==> src/rtl/cfg_mux_n.sv <==
// cfg_mux_n: register-bus fan-out to NUM_SLV slaves with tracked, timed-out reads
module cfg_mux_n #(
    parameter int NUM_SLV = 4,
    parameter int ADDR_W = 14,
    parameter int SUB_ADDR_W = 12,
    parameter int DATA_W = 32,
    parameter int TIMEOUT = 255,
    parameter logic [DATA_W-1:0] UNMAP_DATA = 32'h5A5A_5A5A,
    parameter logic [DATA_W-1:0] ERR_DATA = 32'hDEAD_BEEF
) (
    input  logic                      clk,
    input  logic                      rst_n,
    input  logic                      reg_wr_en,
    input  logic                      reg_rd_en,
    input  logic [DATA_W/8-1:0]       reg_byte_enable,
    input  logic [ADDR_W-1:0]         reg_addr,
    input  logic [DATA_W-1:0]         reg_wr_data,
    output logic [DATA_W-1:0]         reg_rd_data,
    output logic                      reg_rd_data_vld,
    output logic                      reg_wait_request,
    output logic [SUB_ADDR_W-1:0]     sub_reg_addr,
    output logic [DATA_W-1:0]         sub_wr_data,
    output logic [DATA_W/8-1:0]       sub_byte_enable,
    output logic [NUM_SLV-1:0]        slv_wr_en,
    output logic [NUM_SLV-1:0]        slv_rd_en,
    input  logic [NUM_SLV*DATA_W-1:0] slv_rd_data,
    input  logic [NUM_SLV-1:0]        slv_rd_data_vld,
    output logic                      err_timeout,
    output logic [15:0]               err_cnt,
    input  logic                      err_cnt_clr
);
    localparam int IW = ADDR_W - SUB_ADDR_W;
    localparam int CW = $clog2(TIMEOUT + 1);

    typedef enum logic {IDLE, RD_WAIT} state_t;

    state_t state, state_nxt;
    logic [IW-1:0] idx, lidx;
    logic [CW-1:0] cnt;
    logic [NUM_SLV-1:0] vld_sh;
    logic [NUM_SLV*DATA_W-1:0] data_sh;
    logic mapped, wr_go, rd_go, rd_unmap, hit, tmo;

    assign idx = reg_addr[ADDR_W-1:SUB_ADDR_W];
    assign mapped = 32'(idx) < NUM_SLV;
    assign wr_go = state == IDLE && reg_wr_en;
    assign rd_go = state == IDLE && reg_rd_en && !reg_wr_en && mapped;
    assign rd_unmap = state == IDLE && reg_rd_en && !reg_wr_en && !mapped;
    // shifting keeps the latched-slave select legal for any NUM_SLV
    assign vld_sh = slv_rd_data_vld >> lidx;
    assign data_sh = slv_rd_data >> (lidx * DATA_W);
    assign hit = state == RD_WAIT && vld_sh[0];
    assign tmo = state == RD_WAIT && !hit && cnt == CW'(TIMEOUT - 1);
    assign reg_wait_request = state == RD_WAIT;
    assign sub_reg_addr = reg_addr[SUB_ADDR_W-1:0];
    assign sub_wr_data = reg_wr_data;
    assign sub_byte_enable = reg_byte_enable;
    assign slv_wr_en = (wr_go && mapped) ? NUM_SLV'(1) << idx : '0;
    assign slv_rd_en = rd_go ? NUM_SLV'(1) << idx : '0;

    // state register
    always_ff @(posedge clk or negedge rst_n) begin
        if (!rst_n) state <= IDLE;
        else state <= state_nxt;
    end

    // next state: enter wait on a mapped read, leave on valid or timeout
    always_comb begin
        state_nxt = rd_go ? RD_WAIT : (hit || tmo) ? IDLE : state;
    end

    // read response, wait counter, latched slave and error counter
    always_ff @(posedge clk or negedge rst_n) begin
        if (!rst_n) begin
            reg_rd_data <= '0;
            reg_rd_data_vld <= 1'b0;
            err_timeout <= 1'b0;
            err_cnt <= '0;
            cnt <= '0;
            lidx <= '0;
        end else begin
            reg_rd_data_vld <= rd_unmap || hit || tmo;
            err_timeout <= tmo;
            if (rd_unmap) reg_rd_data <= UNMAP_DATA;
            else if (hit) reg_rd_data <= data_sh[DATA_W-1:0];
            else if (tmo) reg_rd_data <= ERR_DATA;
            if (rd_go) begin
                cnt <= '0;
                lidx <= idx;
            end else if (state == RD_WAIT) cnt <= cnt + 1'b1;
            if (err_cnt_clr) err_cnt <= '0;
            else if (tmo && err_cnt != 16'hFFFF) err_cnt <= err_cnt + 1'b1;
        end
    end
endmodule

==> config.mk <==
export PLATFORM = sky130hd
export DESIGN_NAME = cfg_mux_n
export DESIGN_NICKNAME = d
export VERILOG_FILES = /design/src/rtl/cfg_mux_n.sv
export SDC_FILE = /design/constraint.sdc
export NUM_CORES = 1
export LEC_CHECK = 0
export CORE_AREA = 4 4 113 115
export CTS_CLUSTER_SIZE = 8
export DETAILED_ROUTE_END_ITERATION = 10
export DIE_AREA = 0 0 117 119
export PLACE_DENSITY = 0.78
export SLEW_MARGIN = 25
export SYNTH_ARGS = -nofsm -noshare
export SYNTH_HDL_FRONTEND = slang
export SYNTH_SLANG_ARGS = --single-unit
==> constraint.sdc <==
create_clock -name clk -period 4.8 [get_ports clk]
set_input_delay 0.72 -clock clk [delete_from_list [all_inputs] [get_ports clk]]
set_output_delay 0.72 -clock clk [all_outputs]
set_load 0.03 [all_outputs]
; ---- Word-level counts from Yosys, hierarchy flattened
; Index checks and enable logic that the tools add are counted.
[totals]
ff_bits = 61
output_inout_bits = 107
inputBits = 187
wordCells = 39
[classes]
reduce_logical = 14
muxes = 10
addsub = 2
eq_ne = 2
n_bitwise = 1
shift = 3
[op_table]
columns = operator, count
row1 = right shift 128 x 7 -> 32 bit, 1
row2 = two-way mux 32 bit, 2
row3 = two-way mux 16 bit, 2
row4 = "adder 16 x 1 -> 16 bit, second input constant", 1
row5 = two-way mux 8 bit, 2
row6 = "!= test 16 bit, second input constant", 1
row7 = "adder 8 x 1 -> 8 bit, second input constant", 1
row8 = "== test 8 bit, second input constant", 1
row9 = two-way mux 4 bit, 2
row10 = nonzero test 2 bit, 4
row11 = logical AND 1 bit, 7
row12 = "left shift 1 x 2 -> 4 bit, first input constant", 1
row13 = right shift 4 x 2 -> 1 bit, 1
row14 = zero test 1 bit, 2
row15 = two-way mux 1 bit, 2
row16 = logical OR 1 bit, 1
row17 = inverter 1 bit, 1

; ---- Logic depth before layout (Yosys ltp)
[logic_depth]
word_depth = 8
ltp_mapped = 8
depth_no_buf = 7

; ---- Worst setup path before layout
; OpenSTA, ideal clock, no wires.
[synth_timing]
kind = register to output
start = register state, in the netlist reg_wait_request
end = output slv_rd_en[0]
required_time_ns = 4.080
n_path_buf = 2
setup_slack_ns = 2.054
path_stages_with_launch = 5
t_arrival_ns = 2.026
cell_sequence = dfrtp_1 -> clkbuf_1 -> or3b_2 -> clkbuf_1 -> nor3_1
[synth_via]
elab_chain_len = 4
[synth_lines]
columns = item, line
row1 = "start, declared", 37  ; state_t state, state_nxt;
row2 = "start signal, assigned", 64  ; else state <= state_nxt;
row3 = inverter 1 bit, --
row4 = logical AND 1 bit (2 in a row), --
row5 = two-way mux 4 bit, 59  ; assign slv_rd_en = rd_go ? NUM_SLV'(1) << idx : '0;
row6 = "end, declared", 25  ; output logic [NUM_SLV-1:0] slv_rd_en,
; No other way between the ends.

; ---- Worst setup path in the final report
[layout_timing]
start = input reg_rd_en
end = output slv_rd_en[0]
[layout_via]
elab_chain_len = 3
[layout_lines]
columns = item, line
row1 = "start, declared", 14  ; input logic reg_rd_en,
row2 = logical AND 1 bit (2 in a row), --
row3 = two-way mux 4 bit, 59
; No other way between the ends.

==> run summary <==
Clock Root Buffer - clkbuf_16
measured slew at the worst slew-check pin - 829 ps
worst min-delay path class - reg2reg
Worst path most repeated cell - clkdlybuf4s50_1
final instance area - 5780 µm²
post-CTS setup buffers - 0
max cap viols - 0
CORE AREA - 11800 µm²
Die X - 117 µm
largest area contributor in the synthesized netlist - dfrtp_1
largest net degree at the start of global routing - 62
Reg area - 1530 µm²
crit-path leading delay family - buffers and inverters
multi-input logic area - 1790 µm²
crit path buf inv count - 2
placed instance area - 5510 µm²
Top FF cell, synth - dfrtp_1
buffers added on ports - 197
slew margin rel. - 44.6%
synthesis-stage register bit count - 61
Tcrit/Tclk final - 69.0%
syn nets - 515
clock slew seen by the registers of the worst setup and hold paths - 50 ps
drt pass-1 iters - 7
clk_skew - 9.07 ps
Avg WL per Cell - 18.4 µm
post-route minimum period - 3310 ps
crit path DAT - 2590 ps
H-tree depth - 3
post-CTS sizing - 0
Diodes inserted - 0
vias after detailed routing - 3185
sequential area share after synthesis - 40.4%
full die area - 13900 µm²
final core occ - 49.0%
post-route DRC violation count - 0
CP max stage delay - 700 ps
vias in the first global route - 3439
most common cell in the synthesized netlist - dfrtp_1
FILL cells - 1038
Clock Tree Buf Depth - 2
number of I/O pins - 294
Core Rows - 40
Initial DRC Count - 162
Cell Pwr Density - 454 nW/µm²
Routed Antenna Nets - 0
worst-path fanout max - 7
Final Net Count - 658
pre-CTS setup slack - 1490 ps
Critical Path RT - 4080 ps
Chip Height - 119 µm
Setup-failing EPs final - 0
share of layout cells above drive strength 1 - 12.1%
clk sinks - 61
Critical Path, Cell by Cell - clkdlybuf4s50_1 -> or3b_2 -> nor3_1 -> clkdlybuf4s50_1
Final Hold Fails - 0
vias per std cell - 5.14
Max Slew Vio Count - 0
first-pass GRT wire length - 18000 µm
Final WS setup - 1490 ps
most frequent cells after synthesis - dfrtp_1, buf_4, nor2_1
Synth top area share - 40.4%
hpwl dp - 9100 µm
Post-synth EDFFs - 0
Placed Cells - 604
Initial Utilization - 32.0%
VDD IR max - 0.000301 V
RD Place Congestion - 0.837
Synth async-reset ratio - 100%
Lkg Pwr - 2.23 nW
Fin Setup TNS - 0 ps
syn avg cell area - 11.6 µm²
DRT Wirelength - 11400 µm
hold_buf cts - 0
Cell variety after synth - 38
WS Path Type - in2out
grt ovf - 0
Fmax achieved - 0.302 GHz
top cells by area, synth - dfrtp_1, mux4_2, buf_4
Synth Warn # - 0
Worst Setup Start Kind - primary input
endpoint class of the critical path - output port
Mapped Cells - 325
TritonCTS clock tree - built
total CTS buffers - 9
status - finished, final reports clean
Clk Latency, worst-skew pair - 320 ps
P&R area growth vs syn - 53.0%
RSZ-0062 raised after global routing - false
cell area after synthesis - 3780 µm²
Tot GR Track Use - 16.5%
highest-delay cell along the critical path - clkdlybuf4s50_1
Final Non-Filler Cells - 620
initial antenna violation count - 0
-- metrics by stage --
stage	power (mW)	hold WS [ps]
6_report	2.63	502
4_1_cts	2.67	508
3_5_place_dp	2.06	496
3_3_place_gp	2.03	490
2_1_floorplan	1.61	424
5_1_grt	2.77	524
-- metal layers --
metal	up-vias	share of wire (%)	track usage, %
met1	1572	37	18.3
li1	1445	-	-
met4	0	1.8	4.80
met2	147	53	28.5
met3	21	8.3	6.96
met5	-	0	0
-- cell type report --
| type | count | share of cell area [%] |
|---|---|---|
| clock inverters | 1 | 0.0865 |
| well taps | 147 | 3.18 |
| multi-input cells | 192 | 31.0 |
| clock buffers | 15 | 4.63 |
| inverters | 4 | 0.260 |
| flip-flops and latches | 61 | 26.4 |
| repair buffers | 200 | 34.4 |
-- report_power, final --
part | internal (mW) | total [mW] | switching [mW]
logic | 0.646 | 1.26 | 0.619
registers | 0.668 | 0.774 | 0.106
clock network | 0.377 | 0.587 | 0.211
total | 1.69 | 2.63 | 0.936
-- placed cells by master, fill, tap and decap left out, types with 4 or more instances in the layout --
cell / n
nor2_1: 34
nand3_1: 6
nand2b_1: 4
o22a_1: 24
clkbuf_16: 9
xor2_1: 16
and3_1: 4
clkbuf_1: 4
o211ai_1: 6
clkdlybuf4s50_1: 196
mux4_2: 33
nand2_1: 14
nand4_1: 8
dfrtp_1: 60
a22o_1: 8
-- sequential cells by signal, indices dropped and copies added, names as in the netlist --
signal / count
lidx: 2
err_timeout: 1
reg_wait_request: 1
reg_rd_data: 32
cnt: 8
reg_rd_data_vld: 1
err_cnt: 16
-- kinds of logic after synthesis --
logic type | Yosys count | synth area share [%]
simple gates | 86 | 11.2
buf+inv | 72 | 12.3
flops | 61 | 40.4
compound gates | 49 | 10.5
mux | 36 | 20.5
xor+xnor | 18 | 4.17
fa+ha+maj | 3 | 0.993
-- path summary, 6_finish.rpt --
kind / endpoint / startpoint / slack, ps / depth (start not counted)
min in group asynchronous: err_cnt[10] / rst_n / 560 / 2
worst max register to register: err_cnt[15] / lidx[1] / 2050 / 6
max in group asynchronous: lidx[0] / rst_n / 3660 / 2
worst min register to register: reg_rd_data[5] / reg_rd_data[5] / 500 / 1
worst min-delay path: reg_rd_data[5] / reg_rd_data[5] / 500 / 1
worst max-delay path: slv_rd_en[0] / reg_rd_en / 1490 / 4
(Power assumes the default switching activity.)
